$ cat config.mk
export PLATFORM = sky130hd
export DESIGN_NAME = fft_ctrl
export DESIGN_NICKNAME = d
export VERILOG_FILES = /design/src/rtl/fft_pkg.sv /design/src/rtl/fft_delay_line.sv /design/src/rtl/fft_ctrl.sv
export SDC_FILE = /design/constraint.sdc
export NUM_CORES = 1
export LEC_CHECK = 0
export CORE_ASPECT_RATIO = 0.8
export CORE_MARGIN = 4
export CORE_UTILIZATION = 45
export CTS_BUF_LIST = sky130_fd_sc_hd__clkbuf_2
export CTS_CLUSTER_SIZE = 8
export DETAILED_ROUTE_END_ITERATION = 8
export PLACE_DENSITY_LB_ADDON = 0.12
export RECOVER_POWER = 50
export SLEW_MARGIN = 20
export SYNTH_ARGS = -nofsm -noshare
export SYNTH_HDL_FRONTEND = slang
export SYNTH_SLANG_ARGS = --single-unit
$ cat constraint.sdc
create_clock -name clk -period 3.8 [get_ports clk]
set_input_delay 0.57 -clock clk [delete_from_list [all_inputs] [get_ports clk]]
set_output_delay 0.57 -clock clk [all_outputs]
set_load 0.005 [all_outputs]
$ cat src/rtl/fft_pkg.sv
// Shared definitions for the FFT datapath: controller states, twiddle sizing
// and a constant-evaluable clog2 helper.
package fft_pkg;

    typedef enum logic [1:0] {
        IDLE  = 2'd0,
        RUN   = 2'd1,
        DRAIN = 2'd2,
        DONE  = 2'd3
    } fft_state_t;

    localparam int EXPAND   = 6;
    localparam int TW_WIDTH = EXPAND + 2;

    function automatic int clog2(input int v);
        int r;
        r = 0;
        while ((1 << r) < v) r = r + 1;
        return r;
    endfunction

endpackage

$ cat src/rtl/fft_delay_line.sv
// Fixed-depth shift register with synchronous clear; carries write tags and
// the read strobe across the memory/butterfly latency.
module fft_delay_line #(
    parameter int WIDTH = 1,
    parameter int DEPTH = 1
) (
    input  logic             clk,
    input  logic             clr,
    input  logic [WIDTH-1:0] din,
    output logic [WIDTH-1:0] dout
);

    logic [WIDTH-1:0] pipe [DEPTH];

    always_ff @(posedge clk) begin
        if (clr) begin
            for (int i = 0; i < DEPTH; i++) pipe[i] <= '0;
        end else begin
            pipe[0] <= din;
            for (int i = 1; i < DEPTH; i++) pipe[i] <= pipe[i-1];
        end
    end

    assign dout = pipe[DEPTH-1];

endmodule

$ cat src/rtl/fft_ctrl.sv
// In-place radix-2 DIT FFT sequencer: read/twiddle address generation,
// butterfly enable, aligned write-back tags and valid cross-check.
//   state | meaning
//   IDLE  | waiting for start
//   RUN   | one butterfly read per cycle, k = 0..N/2-1
//   DRAIN | wait PIPE cycles for the stage's write-back to land
//   DONE  | one-cycle completion pulse
module fft_ctrl
    import fft_pkg::*;
#(
    parameter int N_LOG2  = 3,
    parameter int MEM_LAT = 1,
    parameter int BF_LAT  = 1,
    localparam int ST_W   = clog2(N_LOG2) + 1,
    localparam int TW_W   = (N_LOG2 > 1) ? N_LOG2 - 1 : 1
) (
    input  logic              clk,
    input  logic              rst_n,
    input  logic              start,
    output logic              busy,
    output logic              done,
    output logic              err,
    output logic [ST_W-1:0]   stage,
    output logic              rd_en,
    output logic [N_LOG2-1:0] rd_addr_a,
    output logic [N_LOG2-1:0] rd_addr_b,
    output logic [TW_W-1:0]   tw_addr,
    output logic              bf_en,
    input  logic              bf_valid,
    output logic              wr_en,
    output logic [N_LOG2-1:0] wr_addr_a,
    output logic [N_LOG2-1:0] wr_addr_b
);

    localparam int HALF  = (1 << N_LOG2) / 2;
    localparam int PIPE  = MEM_LAT + BF_LAT;
    localparam int CNT_W = clog2(PIPE) + 1;

    fft_state_t        state, state_next;
    logic [N_LOG2-1:0] k_q, k_next;
    logic [ST_W-1:0]   stage_next;
    logic [CNT_W-1:0]  cnt_q, cnt_next;
    logic [N_LOG2-1:0] a_next, b_next;
    logic [TW_W-1:0]   tw_next;

    function automatic logic [31:0] op_a(input int s, input int k);
        int half, pos, grp;
        half = 1 << s;
        pos  = k & (half - 1);
        grp  = k >> s;
        return 32'((grp << (s + 1)) | pos);
    endfunction

    function automatic logic [31:0] op_tw(input int s, input int k);
        int pos;
        pos = k & ((1 << s) - 1);
        return 32'(pos << (N_LOG2 - 1 - s));
    endfunction

    always_comb begin
        state_next = state;
        k_next     = k_q;
        stage_next = stage;
        cnt_next   = cnt_q;
        case (state)
            IDLE: if (start) begin
                state_next = RUN;
                k_next     = '0;
                stage_next = '0;
            end
            RUN: begin
                if (k_q == N_LOG2'(HALF - 1)) begin
                    state_next = DRAIN;
                    cnt_next   = CNT_W'(PIPE - 1);
                end else begin
                    k_next = k_q + N_LOG2'(1);
                end
            end
            DRAIN: begin
                if (cnt_q == '0) begin
                    if (stage == ST_W'(N_LOG2 - 1)) begin
                        state_next = DONE;
                    end else begin
                        state_next = RUN;
                        stage_next = stage + ST_W'(1);
                        k_next     = '0;
                    end
                end else begin
                    cnt_next = cnt_q - CNT_W'(1);
                end
            end
            DONE: state_next = IDLE;
            default: state_next = IDLE;
        endcase
    end

    // Addresses for the read about to be issued, zero outside RUN.
    always_comb begin
        logic [31:0] a32, tw32;
        a_next  = '0;
        b_next  = '0;
        tw_next = '0;
        a32     = op_a(int'(stage_next), int'(k_next));
        tw32    = op_tw(int'(stage_next), int'(k_next));
        if (state_next == RUN) begin
            a_next  = a32[N_LOG2-1:0];
            b_next  = a32[N_LOG2-1:0] + N_LOG2'(1 << int'(stage_next));
            tw_next = tw32[TW_W-1:0];
        end
    end

    always_ff @(posedge clk) begin
        if (!rst_n) begin
            state     <= IDLE;
            k_q       <= '0;
            stage     <= '0;
            cnt_q     <= '0;
            rd_en     <= 1'b0;
            rd_addr_a <= '0;
            rd_addr_b <= '0;
            tw_addr   <= '0;
        end else begin
            state     <= state_next;
            k_q       <= k_next;
            stage     <= stage_next;
            cnt_q     <= cnt_next;
            rd_en     <= (state_next == RUN);
            rd_addr_a <= a_next;
            rd_addr_b <= b_next;
            tw_addr   <= tw_next;
        end
    end

    fft_delay_line #(.WIDTH(1), .DEPTH(MEM_LAT)) u_bf_dl (
        .clk  (clk),
        .clr  (!rst_n),
        .din  (rd_en),
        .dout (bf_en)
    );

    fft_delay_line #(.WIDTH(1 + 2 * N_LOG2), .DEPTH(PIPE)) u_wr_dl (
        .clk  (clk),
        .clr  (!rst_n),
        .din  ({rd_en, rd_addr_a, rd_addr_b}),
        .dout ({wr_en, wr_addr_a, wr_addr_b})
    );

    always_ff @(posedge clk) begin
        if (!rst_n)                    err <= 1'b0;
        else if (state == IDLE && start) err <= 1'b0;
        else if (wr_en != bf_valid)    err <= 1'b1;
    end

    assign busy = (state == RUN) || (state == DRAIN);
    assign done = (state == DONE);

endmodule

### Word-level counts from Yosys, hierarchy flattened

Memories as Yosys holds them, arrays and structs flattened.
Index checks and enable logic that the tools add are counted.

* bits in registers: 20
* bits in writable memories: 15
* input port bits: 4
* output and inout port bits: 23
* word-level logic and storage cells: 68
* memories kept: 2

* $add $sub $neg: 7
* equality and inequality tests: 9
* shift-type cells: 4
* muxes and demuxes: 23
* bitwise logic cells: 5
* reduce and logical (&&, ||, !) cells: 9

Memories
* u_wr_dl.pipe: depth 2, bits a word 7, rd ports 2, clocked after memory_dff 0, wr ports 2, RTL line fft_delay_line.sv:13 `logic [WIDTH-1:0] pipe [DEPTH];`
* u_bf_dl.pipe: depth 1, bits a word 1, rd ports 1, clocked after memory_dff 0, wr ports 1, RTL line fft_delay_line.sv:13

Operators with widths (count)
* $and A4 B32 Y32: 1
* $shl A1 B3 Y32 const A: 1
* $shl A32 B32 Y2: 1
* $shl A32 B4 Y3: 1
* $shr A3 B3 Y32: 1
* $sub A32 B2 Y32 const B: 1
* $mux W3: 7
* $mux W7: 2
* $mux W2: 6
* $pmux W3 S3: 1
* $pmux W2 S4: 1
* $add A3 B1 Y3 const B: 2
* $eq A3 B2 Y1 const B: 2
* $pmux W3 S2: 1
* $add A3 B1 Y4 const B: 1
* $eq A2 B1 Y1 const B: 2
* $eq A2 B2 Y1 const B: 2
* $logic_not A2 Y1: 2
* $mux W1: 4
* $ne A2 B2 Y1 const B: 2
* $pmux W2 S2: 1
* $sub A2 B3 Y4 const A: 1
* $add A3 B3 Y3: 1
* $or A3 B3 Y3: 1
* 11 further kinds: 12

### Longest topological paths before layout

* depth in word-level cells: 9
* gate-level depth with buffers: 15
* gate-level depth less buffers: 14

### Modules after synthesis

From an unflattened synthesis, not the netlist that was laid out.

* cells, all modules: 183
* area total of the unflattened synthesis: 1835.5 sq um

Modules (own cells, without submodules)
* fft_ctrl: times used 1, cells each 145, area each 1341.3 sq um, seq. area each 400.4 sq um
* fft_delay_line at u_wr_dl: times used 1, cells each 36, area each 460.4 sq um, seq. area each 280.3 sq um
* fft_delay_line at u_bf_dl: times used 1, cells each 2, area each 33.8 sq um, seq. area each 20.0 sq um

### Least setup slack after synthesis

OpenSTA, ideal clock, no wires.

* path kind: register to register
* start point: register state[1]
* end point: register rd_addr_b[1]
* arrival time: 3.082 ns
* slack: 0.603 ns
* stages on the path, launching flop included: 13
* path buffers: 0
* path through: dfxtp_1 > inv_1 > ha_1 > mux2i_1 > a32o_1 > nor2_1 > inv_2 > ha_1 > or3_1 > o41ai_1 > ha_1 > fa_1 > and3_1

* cells in the longest elaborated chain, start to end: 7

RTL lines
* start: declaration: RTL line fft_ctrl.sv:39 `fft_state_t state, state_next;`
* start signal: assignment: RTL line fft_ctrl.sv:123 `state <= state_next;`
* $eq A2 B2 Y1 / $logic_not A2 Y1 (equally long branches): RTL line fft_ctrl.sv:65 `case (state)`
* $pmux W3 S2 *: RTL line fft_ctrl.sv:65
* named net stage_next[0]: RTL line fft_ctrl.sv:41 `logic [ST_W-1:0] stage_next;`
* $shl A1 B3 Y32: RTL line fft_ctrl.sv:48, fft_ctrl.sv:107
* $sub A32 B2 Y32
* $and A4 B32 Y32
* $or A3 B3 Y3: RTL line fft_ctrl.sv:51 `return 32'((grp << (s + 1)) | pos);`
* $add A3 B3 Y3 *: RTL line fft_ctrl.sv:107 `b_next = a32[N_LOG2-1:0] + N_LOG2'(1 << int'(stage_next));`
* end signal: assignment: RTL line fft_ctrl.sv:129 `rd_addr_b <= b_next;`
* end: declaration: RTL line fft_ctrl.sv:26 `output logic [N_LOG2-1:0] rd_addr_b,`

The timed path passes the listed nets; every way through them passes the cells marked *.
A chain may end at the register's enable or synchronous reset.

### Worst setup path after layout

* start point: register state[1]
* end point: register rd_addr_b[1]

* cells in the longest elaborated chain, start to end: 7

RTL lines (RTL line)
* $eq A2 B2 Y1 / $logic_not A2 Y1 (equally long branches): fft_ctrl.sv:65
* $pmux W3 S2: fft_ctrl.sv:65
* $shl A1 B3 Y32: fft_ctrl.sv:48, fft_ctrl.sv:107
* $sub A32 B2 Y32
* $and A4 B32 Y32
* $or A3 B3 Y3: fft_ctrl.sv:51
* $add A3 B3 Y3: fft_ctrl.sv:107

Parallel ways exist; a longest one is shown, timed or not.

==> impl_results.md <==
- Status: finished, final reports clean
- CP Capture Type: flip-flop
- Setup CP Type: flip-flop to flip-flop
- R2r setup slk: 0.24 ns
- Placed Instance Area: ~0.0020 sq mm
- Die area: approximately 0.0048 sq mm
- Yosys reg bits: 35
- Routability cong.: about 0.81
- Final Critical Period: 3.56 ns
- RSZ-0062 raised after global routing: no
- Diodes inserted: 0
- Syn_area_per_cell: roughly 9.4 sq um
- IO buf count: 26
- Starting Density: 48.1%
- Sequential area share after synthesis: between 40% and 50%
- Final setup viols: 0
- YS warnings: 0
- Die width: 76.8 um
- Cell accounting for the most synthesized area: dfxtp_1
- Synth cell types: 48
- DRT Wirelength: 3460 um
- Core ar.: 0.00354 sq mm
- Layout cells sized above 1: approximately a tenth
- F_max: between 0.2 and 0.3 GHz
- Slew Limit Fails: 0
- Max Fanout on Critical Path: 7
- Maximum VDD drop: 0.465 mV
- CP arrival: between 3 and 4 ns
- CTS tree: done
- Mux cell area share after synthesis: 3.01%
- Worst Hold Class: flip-flop to flip-flop
- Worst slew margin: approximately 54%
- Placement Setup Slack: -0.0389 ns
- CP Data Required Time: just over 4 ns
- Rows: 19
- Global-route wire length before repair: between 5000 and 6000 um
- EDFF count, synth: 0
- Reg2reg end: rd_addr_b[1]$_SDFF_PN0_
- Post-Synthesis Cells: between 150 and 200
- Hold Path Depth: 1
- Worst setup margin: between 0.2 and 0.25 ns
- Synth top area share: 41.1%
- Largest net degree at the start of global routing: 19
- Most area-consuming cells after synthesis: dfxtp_1 41%, ha_1 10%, and2_1 5.9%
- Layout filler cell count: 300
- Vias per cell: roughly 5.2
- H-tree depth: 2
- Main synth FF type: dfxtp_1
- Wire per inst: 13.6 um
- Worst Hold Path EP: u_wr_dl.pipe[0][9]$_SDFF_PN0_
- Drt pass-1 iters: 5
- Post_cts resized: 0
- Simple-Gate Fraction of Synth Area: 21.2%
- Synthesized Nets: roughly 200
- Final period util: a little over nine tenths
- Setup bufs post-CTS: 0
- Grt ovf: 0
- GRT Total Usage: between 10% and 20%
- Final Hold Vio Count: 0
- Worst-path clk slew: roughly 0.2 ns
- Clock net sink count: 35
- Vias in the first global route: 1294
- Max clock buf depth: 2
- Area of the multi-input gates: around 890 sq um
- Vias: around 1300
- Xor-xnor portion of the synthesized cell area: between 1 and 1.5%
- Design Area, Final: 0.00207 sq mm
- Synthesis-to-layout area growth: 21.5%
- Max Clock Skew: between 0.02 and 0.025 ns
- # Max-Cap Violations: 0
- DP HPWL: 2630 um
- Post-synthesis adder-cell area fraction: between 10% and 20%
- Residual DRC count: 0
- Main combinational cell family by area after synthesis: simple AND/OR/NAND/NOR gates
- Cell area after synthesis: 0.00171 sq mm
- Top cells by count, synth: 35 x dfxtp_1, 16 x and2_1, 14 x ha_1, 14 x inv_1
- Startpoint types: flip-flop
- Compound-gate portion of the synthesized area: 15.3%
- Final antenna-violating net count: 0
- Skew-Pair Late Insertion Delay: around 0.38 ns
- Worst-Margin Slew: roughly 0.68 ns
- Clk root buf: clkbuf_2
- Initial antenna violation count: 0
- RR Startpoint: state[1]$_SDFF_PN0_
- Hold Crit Start: u_wr_dl.pipe[0][2]$_SDFF_PN0_
- IO Count: 27
- Count leader, synth: dfxtp_1
- Power per Cell Area: approximately 540 mW/mm^2
- Cts hold-fix bufs: 0
- Leakage: 0.946 nW
- Async set or reset register ratio after synthesis: 0%
- Initial DRC count: 97
- Num CTS Buffers: 5
- Worst R2R Path Depth: 12
- Register Area: around 700 sq um
- Die Y: approximately 63 um
- Final net count: between 200 and 250
[how the worst max path moves through the flow]
stage,startpoint,end,cells past startpoint
6_report,state[1]$_SDFF_PN0_,rd_addr_b[1]$_SDFF_PN0_,12
5_1_grt,state[1]$_SDFF_PN0_,rd_addr_b[1]$_SDFF_PN0_,12
4_1_cts,state[1]$_SDFF_PN0_,rd_addr_b[1]$_SDFF_PN0_,11
3_5_place_dp,start,rd_addr_b[1]$_SDFF_PN0_,11
3_3_place_gp,start,rd_addr_b[1]$_SDFF_PN0_,11
2_1_floorplan,state[1]$_SDFF_PN0_,rd_addr_b[1]$_SDFF_PN0_,12
[per-stage QoR]
| stage | hold slack (ns) | power (mW) | util (%) | setup TNS (ns) | cells |
|---|---|---|---|---|---|
| after floorplan | 0.412 | 0.736 | - | 0 | 182 |
| after global placement | 0.414 | 0.862 | 56.6 | 0 | 247 |
| after detailed placement | 0.417 | 0.881 | 56.6 | -0.0389 | 247 |
| after CTS | 0.457 | 1.12 | 58.6 | 0 | 255 |
| after global routing | 0.470 | 1.20 | 58.5 | 0 | 255 |
| final | 0.454 | 1.12 | 58.5 | 0 | 255 |
[routing by layer]
layer  track usage, %  up-vias  routed length [um]
met5                0        -                   0
met4             6.11        0                  42
met3             4.27        6                 168
met2             22.9       30                1610
met1             19.7      629                1640
li1                 -      671                   -
[power breakdown]
group	total (mW)	internal, mW	switching, mW
Combinational	0.437	0.206	0.231
Clock	0.240	0.112	0.128
Sequential	0.439	0.412	0.0263
Total	1.12	0.730	0.385
[cells in the final DEF (no fill, tap or decap), types with 5 or more instances in the layout]
master,Yosys,layout
dfxtp_1,35,35
clkdlybuf4s50_1,0,18
inv_1,14,14
nand2_1,13,13
ha_1,14,13
nor2_1,13,12
and2_1,16,10
dlygate4sd3_1,0,8
nor2b_1,6,6
and2_0,0,6
a21oi_1,5,5
o31ai_1,5,5
clkbuf_2,0,5
[critical path, stage by stage (launching register included)]
cell and delay [ns]:
dfxtp_1 0.40, inv_1 0.11, ha_1 0.29, mux2i_1 0.39
a32o_1 0.24, nor2_2 0.10, ha_1 0.34, inv_1 0.09
or3_1 0.35, o41ai_1 0.36, ha_1 0.24, fa_1 0.41
and3_1 0.15
[registers in the layout (all words and copies together) (netlist names)]
register	count
cnt_q	2
err	1
k_q	3
rd_addr_a	3
rd_addr_b	3
rd_en	1
stage	3
state	2
tw_addr	2
u_bf_dl.pipe	1
u_wr_dl.pipe	14
[layout make-up]
type / instances / share of cell area [%]
clock buffers: 5 / 1.21
clock inverters: 3 / 2.11
inverters: 16 / 2.90
multi-input cells: 122 / 43.1
flip-flops and latches: 35 / 33.8
well taps: 42 / 2.54
repair buffers: 32 / 14.4
[cells by family (layout without fill, tap and decap cells)]
logic type	count (synthesis)	in the layout
AOI/OAI and AO/OA	33	33
xor gates and xnor gates	2	2
adders and majority gates	15	15
buffers and inverters	25	56
DFF	35	35
muxes	5	5
and+or+nand+nor	67	67
Note: power is estimated with default switching activity, not from simulation.
